**config.mk**
```make
export PLATFORM = sky130hd
export DESIGN_NAME = elevator_call_panel_flat
export DESIGN_NICKNAME = d
export VERILOG_FILES = /design/src/rtl/elevator_pkg.sv /design/src/rtl/elevator_call_panel_if.sv /design/src/rtl/call_debounce.sv /design/src/rtl/elevator_call_panel.sv /design/src/flat_wrapper.sv
export SDC_FILE = /design/constraint.sdc
export NUM_CORES = 1
export LEC_CHECK = 0
export ABC_CLOCK_PERIOD_IN_PS = 8800
export BUFFER_PORTS_ARGS = -buffer_cell sky130_fd_sc_hd__buf_4
export CORE_UTILIZATION = 55
export CTS_BUF_LIST = sky130_fd_sc_hd__clkbuf_8 sky130_fd_sc_hd__clkbuf_16
export DETAILED_ROUTE_END_ITERATION = 10
export PLACE_DENSITY = 0.75
export SLEW_MARGIN = 5
export SYNTH_ARGS = -nofsm -noshare
export SYNTH_HDL_FRONTEND = slang
export SYNTH_SLANG_ARGS = --single-unit
export TNS_END_PERCENT = 10
```
**constraint.sdc**
```tcl
create_clock -name clk -period 8.8 [get_ports clk]
set_clock_uncertainty 0.05 [all_clocks]
set_input_delay 0.44 -clock clk [delete_from_list [all_inputs] [get_ports clk]]
set_output_delay 0.44 -clock clk [all_outputs]
set_load 0.02 [all_outputs]
```
**src/rtl/elevator_pkg.sv**
```systemverilog
// Shared floor/direction/door codes and call-set payload for the elevator call panel.
package elevator_pkg;

  localparam int unsigned NUM_FLOORS = 4;
  localparam int unsigned FLR_W      = $clog2(NUM_FLOORS);
  localparam int unsigned PEND_W     = 4;
  localparam int unsigned CALL_BITS  = 3 * NUM_FLOORS;

  typedef enum logic [FLR_W-1:0] {F0, F1, F2, F3} floor_t;
  typedef enum logic [1:0] {MOVE_UP = 2'b01, MOVE_DOWN = 2'b10, STOP = 2'b11} dir_t;
  typedef enum logic {CLOSE = 1'b0, OPEN = 1'b1} door_t;

  // One bit per floor for each call class; used for lamps and pulses alike.
  typedef struct packed {
    logic [NUM_FLOORS-1:0] car;
    logic [NUM_FLOORS-1:0] down;
    logic [NUM_FLOORS-1:0] up;
  } call_set_t;

  function automatic logic [PEND_W-1:0] popcount(input logic [CALL_BITS-1:0] v);
    logic [PEND_W-1:0] n;
    n = '0;
    for (int unsigned i = 0; i < CALL_BITS; i++) n = n + PEND_W'(v[i]);
    return n;
  endfunction

endpackage

```
**src/rtl/elevator_call_panel_if.sv**
```systemverilog
// Call interface between the call panel (master/producer) and the elevator controller (slave).
interface elevator_call_panel_if;
  import elevator_pkg::*;

  logic [FLR_W-1:0]      current_floor;
  logic [1:0]            direction;
  logic                  door_state;
  logic                  over_weight;
  logic [NUM_FLOORS-1:0] move_up_call;
  logic [NUM_FLOORS-1:0] move_down_call;
  logic [NUM_FLOORS-1:0] req_floor;

  modport master (
    input  current_floor, direction, door_state, over_weight,
    output move_up_call, move_down_call, req_floor
  );

  modport slave (
    output current_floor, direction, door_state, over_weight,
    input  move_up_call, move_down_call, req_floor
  );

endinterface

```
**src/rtl/call_debounce.sv**
```systemverilog
// One button: 2-flop synchroniser, consecutive-sample debounce counter, registered press event.
module call_debounce #(
  parameter int unsigned DEBOUNCE_CYCLES = 20
) (
  input  logic clk,
  input  logic rst,
  input  logic raw,
  output logic press
);

  localparam int unsigned CNT_W = (DEBOUNCE_CYCLES < 2) ? 1 : $clog2(DEBOUNCE_CYCLES);

  logic             sync1;
  logic             sync2;
  logic             accepted;
  logic [CNT_W-1:0] cnt;
  logic             flip_c;

  // Last differing sample of a full run flips the accepted level.
  assign flip_c = (sync2 != accepted) && (cnt == CNT_W'(DEBOUNCE_CYCLES - 1));

  always_ff @(posedge clk or negedge rst) begin
    if (!rst) begin
      sync1    <= 1'b0;
      sync2    <= 1'b0;
      accepted <= 1'b0;
      cnt      <= '0;
      press    <= 1'b0;
    end else begin
      sync1 <= raw;
      sync2 <= sync1;
      press <= flip_c && !accepted;
      if (sync2 == accepted) begin
        cnt <= '0;
      end else if (flip_c) begin
        accepted <= ~accepted;
        cnt      <= '0;
      end else begin
        cnt <= cnt + CNT_W'(1);
      end
    end
  end

endmodule

```
**src/rtl/elevator_call_panel.sv**
```systemverilog
// Call-entry front end: debounced buttons, latched lamps, one-cycle call pulses, service clearing.
// Optional CALL_CANCEL_EN: re-pressing a lit car button cancels it and pulses car_cancel.
module elevator_call_panel
  import elevator_pkg::*;
#(
  parameter int unsigned DEBOUNCE_CYCLES = 20
) (
  input  logic                  clk,
  input  logic                  rst,
  input  logic [NUM_FLOORS-1:0] btn_up,
  input  logic [NUM_FLOORS-1:0] btn_down,
  input  logic [NUM_FLOORS-1:0] btn_car,
  elevator_call_panel_if.master call_bus,
  output logic [NUM_FLOORS-1:0] lamp_up,
  output logic [NUM_FLOORS-1:0] lamp_down,
  output logic [NUM_FLOORS-1:0] lamp_car,
  output logic [PEND_W-1:0]     pending_count
`ifdef CALL_CANCEL_EN
  ,
  output logic [NUM_FLOORS-1:0] car_cancel
`endif
);

  // No up call at the top floor, no down call at ground.
  localparam logic [NUM_FLOORS-1:0] UP_OK = ~(NUM_FLOORS'(1) << (NUM_FLOORS - 1));
  localparam logic [NUM_FLOORS-1:0] DN_OK = ~NUM_FLOORS'(1);

  logic [NUM_FLOORS-1:0] press_up;
  logic [NUM_FLOORS-1:0] press_down;
  logic [NUM_FLOORS-1:0] press_car;

  call_set_t             lamp_q;
  call_set_t             lamp_n;
  call_set_t             pulse_q;
  call_set_t             pulse_n;
  logic [PEND_W-1:0]     pend_q;
  logic [PEND_W-1:0]     pend_n;
  dir_t                  last_dir;
  logic                  door_q;
  logic                  service_c;
  logic [NUM_FLOORS-1:0] at_f;
`ifdef CALL_CANCEL_EN
  logic [NUM_FLOORS-1:0] cancel_q;
  logic [NUM_FLOORS-1:0] cancel_n;
`endif

  for (genvar f = 0; f < NUM_FLOORS; f++) begin : g_btn
    call_debounce #(.DEBOUNCE_CYCLES(DEBOUNCE_CYCLES)) u_up (
      .clk(clk), .rst(rst), .raw(btn_up[f]), .press(press_up[f]));
    call_debounce #(.DEBOUNCE_CYCLES(DEBOUNCE_CYCLES)) u_down (
      .clk(clk), .rst(rst), .raw(btn_down[f]), .press(press_down[f]));
    call_debounce #(.DEBOUNCE_CYCLES(DEBOUNCE_CYCLES)) u_car (
      .clk(clk), .rst(rst), .raw(btn_car[f]), .press(press_car[f]));
  end

  // Next lamps/pulses; a service clear on a lamp beats a press on it in the same cycle.
  always_comb begin
    lamp_n  = lamp_q;
    pulse_n = '0;
    at_f    = '0;
`ifdef CALL_CANCEL_EN
    cancel_n = '0;
`endif
    service_c = (call_bus.door_state == OPEN) && !door_q && !call_bus.over_weight;
    for (int unsigned i = 0; i < NUM_FLOORS; i++) begin
      at_f[i] = (call_bus.current_floor == FLR_W'(i));

      if (service_c && at_f[i] && (last_dir == MOVE_UP || last_dir == STOP || i == 0)) begin
        lamp_n.up[i] = 1'b0;
      end else if (press_up[i] && !lamp_q.up[i]) begin
        lamp_n.up[i]  = 1'b1;
        pulse_n.up[i] = 1'b1;
      end

      if (service_c && at_f[i] &&
          (last_dir == MOVE_DOWN || last_dir == STOP || i == NUM_FLOORS - 1)) begin
        lamp_n.down[i] = 1'b0;
      end else if (press_down[i] && !lamp_q.down[i]) begin
        lamp_n.down[i]  = 1'b1;
        pulse_n.down[i] = 1'b1;
      end

      // Car presses for the floor whose door is open are dropped.
      if (service_c && at_f[i]) begin
        lamp_n.car[i] = 1'b0;
      end else if (press_car[i] && !((call_bus.door_state == OPEN) && at_f[i])) begin
        if (!lamp_q.car[i]) begin
          lamp_n.car[i]  = 1'b1;
          pulse_n.car[i] = 1'b1;
        end
`ifdef CALL_CANCEL_EN
        else begin
          lamp_n.car[i] = 1'b0;
          cancel_n[i]   = 1'b1;
        end
`endif
      end
    end
    lamp_n.up    = lamp_n.up & UP_OK;
    lamp_n.down  = lamp_n.down & DN_OK;
    pulse_n.up   = pulse_n.up & UP_OK;
    pulse_n.down = pulse_n.down & DN_OK;
    pend_n       = popcount(lamp_n);
  end

  always_ff @(posedge clk or negedge rst) begin
    if (!rst) begin
      lamp_q   <= '0;
      pulse_q  <= '0;
      pend_q   <= '0;
      last_dir <= STOP;
      door_q   <= 1'b0;
`ifdef CALL_CANCEL_EN
      cancel_q <= '0;
`endif
    end else begin
      lamp_q  <= lamp_n;
      pulse_q <= pulse_n;
      pend_q  <= pend_n;
      door_q  <= call_bus.door_state;
      if (call_bus.direction == MOVE_UP || call_bus.direction == MOVE_DOWN)
        last_dir <= dir_t'(call_bus.direction);
`ifdef CALL_CANCEL_EN
      cancel_q <= cancel_n;
`endif
    end
  end

  assign call_bus.move_up_call   = pulse_q.up;
  assign call_bus.move_down_call = pulse_q.down;
  assign call_bus.req_floor      = pulse_q.car;
  assign lamp_up                 = lamp_q.up;
  assign lamp_down               = lamp_q.down;
  assign lamp_car                = lamp_q.car;
  assign pending_count           = pend_q;
`ifdef CALL_CANCEL_EN
  assign car_cancel              = cancel_q;
`endif

endmodule

```
**src/flat_wrapper.sv**
```systemverilog
// flat-port wrapper written by rule: the top's interface ports become plain ports
module elevator_call_panel_flat import elevator_pkg::*;
#(
  parameter int unsigned DEBOUNCE_CYCLES = 20
)
  (clk, rst, btn_up, btn_down, btn_car, lamp_up, lamp_down, lamp_car, pending_count, call_bus_current_floor, call_bus_direction, call_bus_door_state, call_bus_over_weight, call_bus_move_up_call, call_bus_move_down_call, call_bus_req_floor);
  elevator_call_panel_if call_bus_i ();
  input  logic clk;
  input  logic rst;
  input  logic [NUM_FLOORS-1:0] btn_up;
  input  logic [NUM_FLOORS-1:0] btn_down;
  input  logic [NUM_FLOORS-1:0] btn_car;
  output logic [NUM_FLOORS-1:0] lamp_up;
  output logic [NUM_FLOORS-1:0] lamp_down;
  output logic [NUM_FLOORS-1:0] lamp_car;
  output logic [PEND_W-1:0] pending_count;
  input wire logic [$bits(call_bus_i.current_floor)-1:0] call_bus_current_floor;
  input wire logic [$bits(call_bus_i.direction)-1:0] call_bus_direction;
  input wire logic [$bits(call_bus_i.door_state)-1:0] call_bus_door_state;
  input wire logic [$bits(call_bus_i.over_weight)-1:0] call_bus_over_weight;
  output wire logic [$bits(call_bus_i.move_up_call)-1:0] call_bus_move_up_call;
  output wire logic [$bits(call_bus_i.move_down_call)-1:0] call_bus_move_down_call;
  output wire logic [$bits(call_bus_i.req_floor)-1:0] call_bus_req_floor;
  assign call_bus_i.current_floor = call_bus_current_floor;
  assign call_bus_i.direction = call_bus_direction;
  assign call_bus_i.door_state = call_bus_door_state;
  assign call_bus_i.over_weight = call_bus_over_weight;
  assign call_bus_move_up_call = call_bus_i.move_up_call;
  assign call_bus_move_down_call = call_bus_i.move_down_call;
  assign call_bus_req_floor = call_bus_i.req_floor;
  elevator_call_panel #(.DEBOUNCE_CYCLES(DEBOUNCE_CYCLES)) u_core (.clk(clk), .rst(rst), .btn_up(btn_up), .btn_down(btn_down), .btn_car(btn_car), .call_bus(call_bus_i), .lamp_up(lamp_up), .lamp_down(lamp_down), .lamp_car(lamp_car), .pending_count(pending_count));
endmodule
```
* Yosys cells after proc, flatten, opt, wreduce, memory -nomap -nowiden
Cells that the tools add are included.
** Operators by class
- Bitwise logic cells :: 20
- Reduce and logical (&&, ||, !) cells :: 80
- Magnitude comparators :: 0
- Multipliers :: 0
- Shift operators :: 0
- Div/mod/pow operators :: 0
- Mux-type cells :: 64
- Add/sub/neg operators :: 19
- Equal/unequal tests :: 38
** Operators by type and width (number)
- $mux 5 :: 20
- $add 5x1->5 const B :: 10
- $eq 5x5->1 const B :: 10
- $logic_and 1x1->1 :: 44
- $mux 1 :: 44
- $add 4x1->4 :: 8
- $logic_not 1->1 :: 22
- $not 1->1 :: 20
- $reduce_and 2->1 :: 10
- $eq 1x1->1 :: 10
- $eq 2x2->1 const B :: 5
- $ne 1x1->1 :: 10
- $eq 2x1->1 const B :: 3
- $logic_or 1x1->1 :: 3
- $add 1x1->2 :: 1
- $logic_not 2->1 :: 1
** Word-level totals
- Bits in read-only memories :: 0
- Input port bits :: 20
- Memory bits (writable) :: 0
- Memories :: 0
- Latch bits :: 0
- Word-level logic and storage cells :: 280
- Register bits :: 117
- Output and inout bits :: 28

* Logic depth before layout (Yosys ltp)
Gate-level depths: netlist of the first run.
- Depth after elaboration :: 15
- Mapped depth :: 12
- Depth with buffers taken out :: 12

* Modules after synthesis
A second synthesis of the first run with hierarchy kept.
** Second synthesis, totals
- Cell total of the unflattened synthesis :: 397
- Area total of the unflattened synthesis :: 5048.6 sq um
** By module, submodules not included
- call_debounce :: cells each 29, times used 10, seq. area each 225.2 sq um, area each 382.9 sq um
- elevator_call_panel :: cells each 107, times used 1, seq. area each 678.2 sq um, area each 1219.9 sq um

* Least setup slack after synthesis of the first run
OpenSTA, ideal clock, no wires.
- Path kind :: input -> register
- Start point :: in call_bus_door_state
- End point :: reg u_core.pend_q[2], in the netlist u_core.pending_count[2]
- Slack :: 4.920 ns
- Data required time :: 8.627 ns
- Stages :: 10
- Arrival time :: 3.708 ns
- Buffers on the path :: 0
- Library setup time :: 0.123 ns
- Path through :: nor3b_4 a31oi_1 ha_1 inv_1 fa_1 fa_1 fa_1 fa_1 fa_1 xnor2_1
** RTL lines
- start, declared :: RTL line flat_wrapper.sv:19 : input wire logic [$bits(call_bus_i.door_state)-1:0] call_bus_door_state;
- end signal, assigned :: RTL line elevator_call_panel.sv:119 : pend_q <= pend_n;
- end, declared :: RTL line elevator_call_panel.sv:36 : logic [PEND_W-1:0] pend_q;

==> qor.txt, run 1 <==
Die Span Y: 94.73 um
Post-CTS sizing: 0
Netlist cell types: 35
Slowest CP cell: fa_1
Kind of critical path: reg2reg
Synthesized flop and latch total: 117
Pwr Total: 1279 uW
Post-CTS setup buffers: 0
Core ar.: 8258 um2
Ratio of cells with drive above 1 in the final layout: 0.2000
RSZ-0062 raised after global routing: no
Clk_lat worst skew: 510 ps
Final hold vios: 0
Initial antenna violation count: 0
Num Clock Sinks: 117
Period minus WS final: 4142 ps
Average wire per standard cell: 14.59 um
Setup TNS: 0 ps
Starting Density: 0.5727
Largest cells by area after synthesis: dfrtp_1 61%, xor2_1 4.8%, ha_1 4.0%
Reg-to-Reg Start: u_core.door_q
Cell Pwr Density: 220.3 nW/um2
Hpwl dp: 5336 um
HP Class: in2reg
Die area: 8974 um2
CP Buf/Inv Count: 2
Outcome: complete, no violations
Worst slew margin: 0.4923
Post-synth EDFFs: 0
Count leader, synth: dfrtp_1
Htree depth: 4
Synth Flop Type: dfrtp_1
CP top delay family: adder cells
Clock Pin Slew Worst Setup and Hold Paths: 50 ps
DRC: 0
HP Start: call_bus_door_state
Critical Path End Type: register
Worst setup SP type: register
Worst path required time: 9150 ps
Synth area leader: dfrtp_1
Routed Wire Length: 8098 um
Post-DR vias/cell: 5.220
Starting DRC count in detailed routing: 93
Cts hold-fix bufs: 11
CTS tree: built
Fmax achieved: 241.4 MHz
Max VDD drop: 0.0001310 V
Leakage power: 0.002867 uW
FILL cells: 578
Post-synth top cells: 115 x dfrtp_1, 43 x nor2_1, 26 x xor2_1, 24 x nand3_1, 15 x ha_1
Vias in the first global route: 3102
Warnings from Yosys: 0
Arr. time, crit path: 4490 ps
Post-Place Cell Area: 5157 um2
Part of the Yosys area used for sequential elements: 0.6196
Maxcap violations: 0
Cells after Synth: 368
# IOs: 48
First-pass GRT wire length: 13970 um
N_diodes: 0
Synth top area share: 0.6085
Fin area: 5806 um2
GRT Util Overall: 0.2124
Final Max Slew Viols: 0
Clk root buf: clkbuf_8
Register area: 2930 um2
DR vias: 2897
Antenna Nets Post-Route: 0
Drt pass-1 iters: 4
Highest cell delay on the worst timing path: 520 ps
Most used cell, CP: fa_1
CTS Buf Count: 17
# nets final: 480
Mapped Avg Cell Area: 12.85 um2
Synth async-reset ratio: 1.000
CP Launch Point: u_core.door_q
Max Buffers Root-to-Sink: 2
Area Growth Syn to Fin: 22.75%
Rows: 33
Crit-path max FO: 10
Die W: 94.73 um
Final setup viols: 0
IO buf count: 41
Worst slew pin tran: 761.6 ps
Crit-path cells: nor3b_4, a31oi_1, ha_1, inv_1, fa_1, fa_1, fa_1, fa_1, fa_1, inv_1
Synthesized area: 4730 um2
Routability cong.: 0.7227
Grt total ovfl: 0
Period utilization: 0.4707
Area of the multi-input gates: 1739 um2
Largest net degree at the start of global routing: 65
-- stage by stage --
stage | instances | hold WS, ps | worst slack [ps] | util
detailed placement | 514 | 285.8 | 4541 | 0.6245
global placement | 514 | 281.8 | 4594 | 0.6245
finish | 555 | 36.71 | 4658 | 0.7030
floorplan | 371 | 94.41 | 4920 | -
global route | 555 | 16.77 | 4460 | 0.7030
CTS | 555 | 21.17 | 4621 | 0.7030
-- cell type report --
type / instances / share of cell area
multi-input combinational: 239 / 0.2996
inverter: 11 / 0.007112
sequential: 117 / 0.5047
clock buffer: 20 / 0.07845
clock inverter: 10 / 0.01422
timing repair buffer: 53 / 0.07328
tap: 105 / 0.02263
-- worst register-to-register path, delay by kind of cell (launching register included) --
| kind | cells | cell delay (ps) |
|---|---|---|
| AO/OA/AOI/OAI | 1 | 220 |
| adder cells (fa/ha/maj) | 6 | 2820 |
| buffers and inverters | 2 | 100 |
| flip-flops | 1 | 420 |
| AND/OR/NAND/NOR | 1 | 420 |
-- per-layer routing --
| layer | part of all wire | up-vias | track usage | wire length, um |
|---|---|---|---|---|
| met1 | 0.43 | 1443 | 0.2473 | 3444 |
| met3 | 0.044 | 11 | 0.05958 | 355 |
| met4 | 0.012 | 0 | 0.1061 | 99 |
| met2 | 0.52 | 59 | 0.3597 | 4199 |
| met5 | 0 | - | 0 | 0 |
| li1 | - | 1384 | - | - |
-- registers in the layout, indices dropped and copies added (netlist names), 3 cells and up --
name / count
u_core.lamp_down: 3
u_core.lamp_up: 3
u_core.g_btn.u_car.accepted: 4
u_core.call_bus.move_down_call: 3
u_core.g_btn.u_down.sync1: 3
u_core.g_btn.u_car.sync1: 4
u_core.g_btn.u_up.sync2: 3
u_core.g_btn.u_up.sync1: 3
u_core.call_bus.move_up_call: 3
u_core.call_bus.req_floor: 4
u_core.g_btn.u_up.press: 3
u_core.g_btn.u_car.press: 4
u_core.g_btn.u_down.sync2: 3
u_core.g_btn.u_up.accepted: 3
u_core.g_btn.u_up.cnt: 15
u_core.g_btn.u_down.accepted: 3
u_core.g_btn.u_car.cnt: 20
u_core.g_btn.u_car.sync2: 4
u_core.lamp_car: 4
u_core.pending_count: 4
u_core.g_btn.u_down.press: 3
u_core.g_btn.u_down.cnt: 15
-- worst paths after layout --
check / slack (ps) / cells past startpoint / endpoint
min in group asynchronous: 470 / 2 / u_core.g_btn[3].u_down.cnt[0]
max in group asynchronous: 7020 / 3 / u_core.g_btn[1].u_up.cnt[1]
setup / recovery: 4660 / 10 / u_core.pending_count[1]
hold / removal: 40 / 1 / u_core.door_q
setup reg to reg: 4660 / 10 / u_core.pending_count[1]
hold reg to reg: 300 / 0 / u_core.g_btn[0].u_car.sync2
-- report_power, final --
| group | total (uW) | leakage, uW | switching [uW] | internal [uW] |
|---|---|---|---|---|
| logic | 86.7 | 0.00106 | 48.9 | 37.9 |
| registers | 577 | 0.00155 | 15.8 | 562 |
| clock network | 615 | 0.000264 | 226 | 389 |
| total | 1280 | 0.00287 | 290 | 988 |
-- placed cells by master, fill, tap and decap left out, drive strengths merged, types with 3 or more instances in the layout --
cell type	netlist	routed
nand4bb	8	8
nor2b	8	8
o21a	6	6
ha	15	15
and3b	6	6
nand2b	8	8
mux2	10	10
dfrtp	115	115
nand2	10	10
clkbuf	0	20
a21oi	7	7
clkinv	0	6
inv	11	11
buf	4	42
dlygate4sd3	0	11
clkinvlp	0	3
conb	1	4
fa	6	6
and3	9	9
o21ai	9	9
nand3	24	24
nor2	43	43
xnor2	11	11
a21o	4	4
xor2	26	26
nor3b	13	13
-- logic make-up after synthesis --
family          synth area share
simple gates              0.1648
flops                     0.6196
xor+xnor                 0.06852
buf+inv                  0.01508
compound gates           0.04233
fa+ha+maj                0.06508
mux                      0.02381
other cells            0.0007929
No activity file was read; power rests on OpenSTA's default activity.
==> run 2, diff against run 1 <==
--- a/config.mk
+++ b/config.mk
@@ -5,12 +5,12 @@
 export SDC_FILE = /design/constraint.sdc
 export NUM_CORES = 1
 export LEC_CHECK = 0
-export ABC_CLOCK_PERIOD_IN_PS = 8800
+export ABC_CLOCK_PERIOD_IN_PS = 3390
 export BUFFER_PORTS_ARGS = -buffer_cell sky130_fd_sc_hd__buf_4
-export CORE_UTILIZATION = 55
+export CORE_UTILIZATION = 52
 export CTS_BUF_LIST = sky130_fd_sc_hd__clkbuf_8 sky130_fd_sc_hd__clkbuf_16
 export DETAILED_ROUTE_END_ITERATION = 10
-export PLACE_DENSITY = 0.75
+export PLACE_DENSITY = 0.74
 export SLEW_MARGIN = 5
 export SYNTH_ARGS = -nofsm -noshare
 export SYNTH_HDL_FRONTEND = slang
==> constraint.sdc (replaced) <==
create_clock -name clk -period 3.39 [get_ports clk]
set_clock_uncertainty 0.05 [all_clocks]
set_input_delay 0.1695 -clock clk [delete_from_list [all_inputs] [get_ports clk]]
set_output_delay 0.1695 -clock clk [all_outputs]
set_load 0.02 [all_outputs]
==> run 2 against run 1 <==
  * Sequential share of layout area down 1.6 points
  * The run now ends with negative setup slack left
  * Sequential power rose to 2.6 times the previous value
  * Utilization fell by 1.9 points
  * Flip-flop and latch count unchanged
  * Clock-buffer cell count is 2 lower
  * Critical endpoint is now u_core.pending_count[2]
  * Routed wire length down 1.8%
==> qor.txt, run 2 (synthesized netlist as in run 1, its figures left out) <==
Hold slack final: 55.51 ps (+18.79 ps)
# nets final: 505 (+5.2%)
Ratio of cells with drive above 1 in the final layout: 0.2262 (+0.02622)
Max FFs per register: 20 (unchanged)
Fmax achieved: 271.8 MHz (+13%)
Crit-path cells: nor3b_4, a31oi_2, ha_1, inv_2, fa_1, fa_1, fa_1, fa_2, fa_1, xnor2_1
Register area: 2930 um2 (unchanged)
Post-route insts no fill: 581 (+4.7%)
DR vias: 2972 (+2.6%)
Htree depth: 4 (unchanged)
Clock Pin Slew Worst Setup and Hold Paths: 50 ps (about the same)
Worst slew margin: 0.5279 (+0.03562)
IO buf count: 41 (unchanged)
CTS tree: built
Starting DRC count in detailed routing: 130 (+40%)
Die area: 9481 um2 (+5.7%)
Arr. time, crit path: 4010 ps (-480 ps)
Average wire per standard cell: 13.69 um (-6.2%)
Max VDD drop: 0.0003314 V (+150%)
Vias in the first global route: 3099 (-0.097%)
Worst slew pin tran: 708.2 ps (-53.43 ps)
Final hold vios: 0 (unchanged)
Largest net degree at the start of global routing: 61 (-6.2%)
CTS Buf Count: 17 (unchanged)
Critical Path End Type: register
Placed cell count: 531 (+3.3%)
Die Span Y: 97.37 um (+2.8%)
Maxcap violations: 0 (unchanged)
Leakage power: 0.002991 uW (+4.3%)
Biggest register: u_core.g_btn.u_car.cnt
# IOs: 48 (unchanged)
Kind of critical path: reg2reg
Most common cell after layout, fill and taps aside: dfrtp_1
Crit-path max FO: 4 (-6)
FILL cells: 606 (+4.8%)
First-pass GRT wire length: 13900 um (-0.54%)
Num Clock Sinks: 117 (unchanged)
Core ar.: 8763 um2 (+6.1%)
Starting Density: 0.5397 (-0.03304)
Outcome: complete, but fails checks
Failing checks: negative setup slack
Area of the multi-input gates: 1748 um2 (+0.50%)
GRT Util Overall: 0.1891 (-0.02326)
Period utilization: 1.085 (+0.6146)
Area Growth Syn to Fin: 26.80%
Drt pass-1 iters: 4 (unchanged)
Final worst-path setup slack: -289.2 ps (-4947 ps)
Max Buffers Root-to-Sink: 2 (unchanged)
Routed Wire Length: 7954 um (-1.8%)
Grt total ovfl: 0 (unchanged)
CP Buf/Inv Count: 1 (-1)
Worst setup SP type: register
Most used cell, CP: fa_1
Final Max Slew Viols: 0 (unchanged)
HP Class: in2reg
Routability cong.: 0.7402 (+2.4%)
Highest cell delay on the worst timing path: 550 ps (+30 ps)
Die W: 97.37 um (+2.8%)
Rows: 34 (+3.0%)
Antenna Nets Post-Route: 0 (unchanged)
Cell Pwr Density: 544.2 nW/um2 (+150%)
Most frequent cells in the layout: 115 x dfrtp_1, 59 x buf_4, 43 x nor2_1, 26 x xor2_1, 24 x nand3_1
Worst path required time: 3720 ps (-5430 ps)
Slowest CP cell: fa_1
Clk_lat worst skew: 500 ps (about the same)
Hpwl dp: 5354 um (+0.33%)
Period minus WS final: 3679 ps (-462.6 ps)
RSZ-0062 raised after global routing: yes
CP top delay family: adder cells
Final setup viols: 3 (+3)
DRC: 0 (unchanged)
Initial antenna violation count: 0 (unchanged)
Post-DR vias/cell: 5.115 (-2.0%)
Clk root buf: clkbuf_8
Largest regs: u_core.g_btn.u_car.cnt (20), u_core.g_btn.u_up.cnt (15), u_core.g_btn.u_down.cnt (15)
N_diodes: 0 (unchanged)
## run 2: routing by layer
metal / share of wire / vias up / track usage
met2: 0.49 / 65 / 0.3023
met3: 0.044 / 11 / 0.06691
li1: - / 1438 / -
met4: 0.012 / 0 / 0.07579
met1: 0.45 / 1458 / 0.2357
met5: 0 / - / 0
## run 2: cell type report
type / count / area share
Multi-Input combinational cell: 239 / 0.2915
Inverter: 11 / 0.006885
Clock inverter: 10 / 0.01189
Clock buffer: 18 / 0.07135
Sequential cell: 117 / 0.4886
Timing Repair Buffer: 78 / 0.1072
Tap cell: 108 / 0.02253
## run 2: path summary, 6_finish.rpt
| kind | cells past startpoint | slack [ps] | endpoint | start |
|---|---|---|---|---|
| hold reg to reg | 0 | 300 | u_core.g_btn[0].u_car.sync2 | u_core.g_btn[0].u_car.sync1 |
| min in group asynchronous | 2 | 210 | u_core.g_btn[3].u_down.cnt[2] | rst |
| setup reg to reg | 10 | -290 | u_core.pending_count[2] | u_core.door_q |
| hold / removal | 3 | 60 | u_core.lamp_up[0] | call_bus_over_weight |
| max in group asynchronous | 3 | 2310 | u_core.g_btn[2].u_car.sync1 | rst |
| setup / recovery | 10 | -290 | u_core.pending_count[2] | u_core.door_q |
## run 2: where the power goes
group          total (uW)  leakage, uW  internal [uW]  switching [uW]
registers            1500      0.00155           1460            38.3
clock network        1490     0.000265            952             542
logic                 273      0.00118            134             138
## run 2: worst reg2reg max path, cell delays in order (launching register included)
cell,delay [ps]
dfrtp_1,400
nor3b_4,260
a31oi_2,150
ha_1,310
inv_2,40
fa_1,470
fa_1,550
fa_1,440
fa_2,370
fa_1,390
xnor2_1,140
## run 2: what timing repair did
| item | 4_1_cts | 5_1_grt |
|---|---|---|
| pin swaps | 3 | 2 |
| hold buffers | 18 | 0 |
| endpoints found under the hold margin | 71 | 0 |
| setup endpoints to repair | 4 | 4 |
| gates resized for setup | 1 | 2 |
| setup buffers | 2 | 2 |
## run 2: through the flow
step / TNS, ps / cell area (um2) / worst slack (ps) / util / total power [uW]
after detailed placement: -718.6 / 5281 / -324.9 / 0.6027 / 1758
after global routing: -1067 / 5997 / -411.5 / 0.6843 / 3402
after CTS: -654.2 / 5982 / -310.0 / 0.6826 / 3290
after global placement: -353.1 / 5281 / -176.9 / 0.6027 / 1746
final: -584.0 / 5997 / -289.2 / 0.6843 / 3264
after floorplan: -510.3 / 4743 / -255.7 / - / 1638
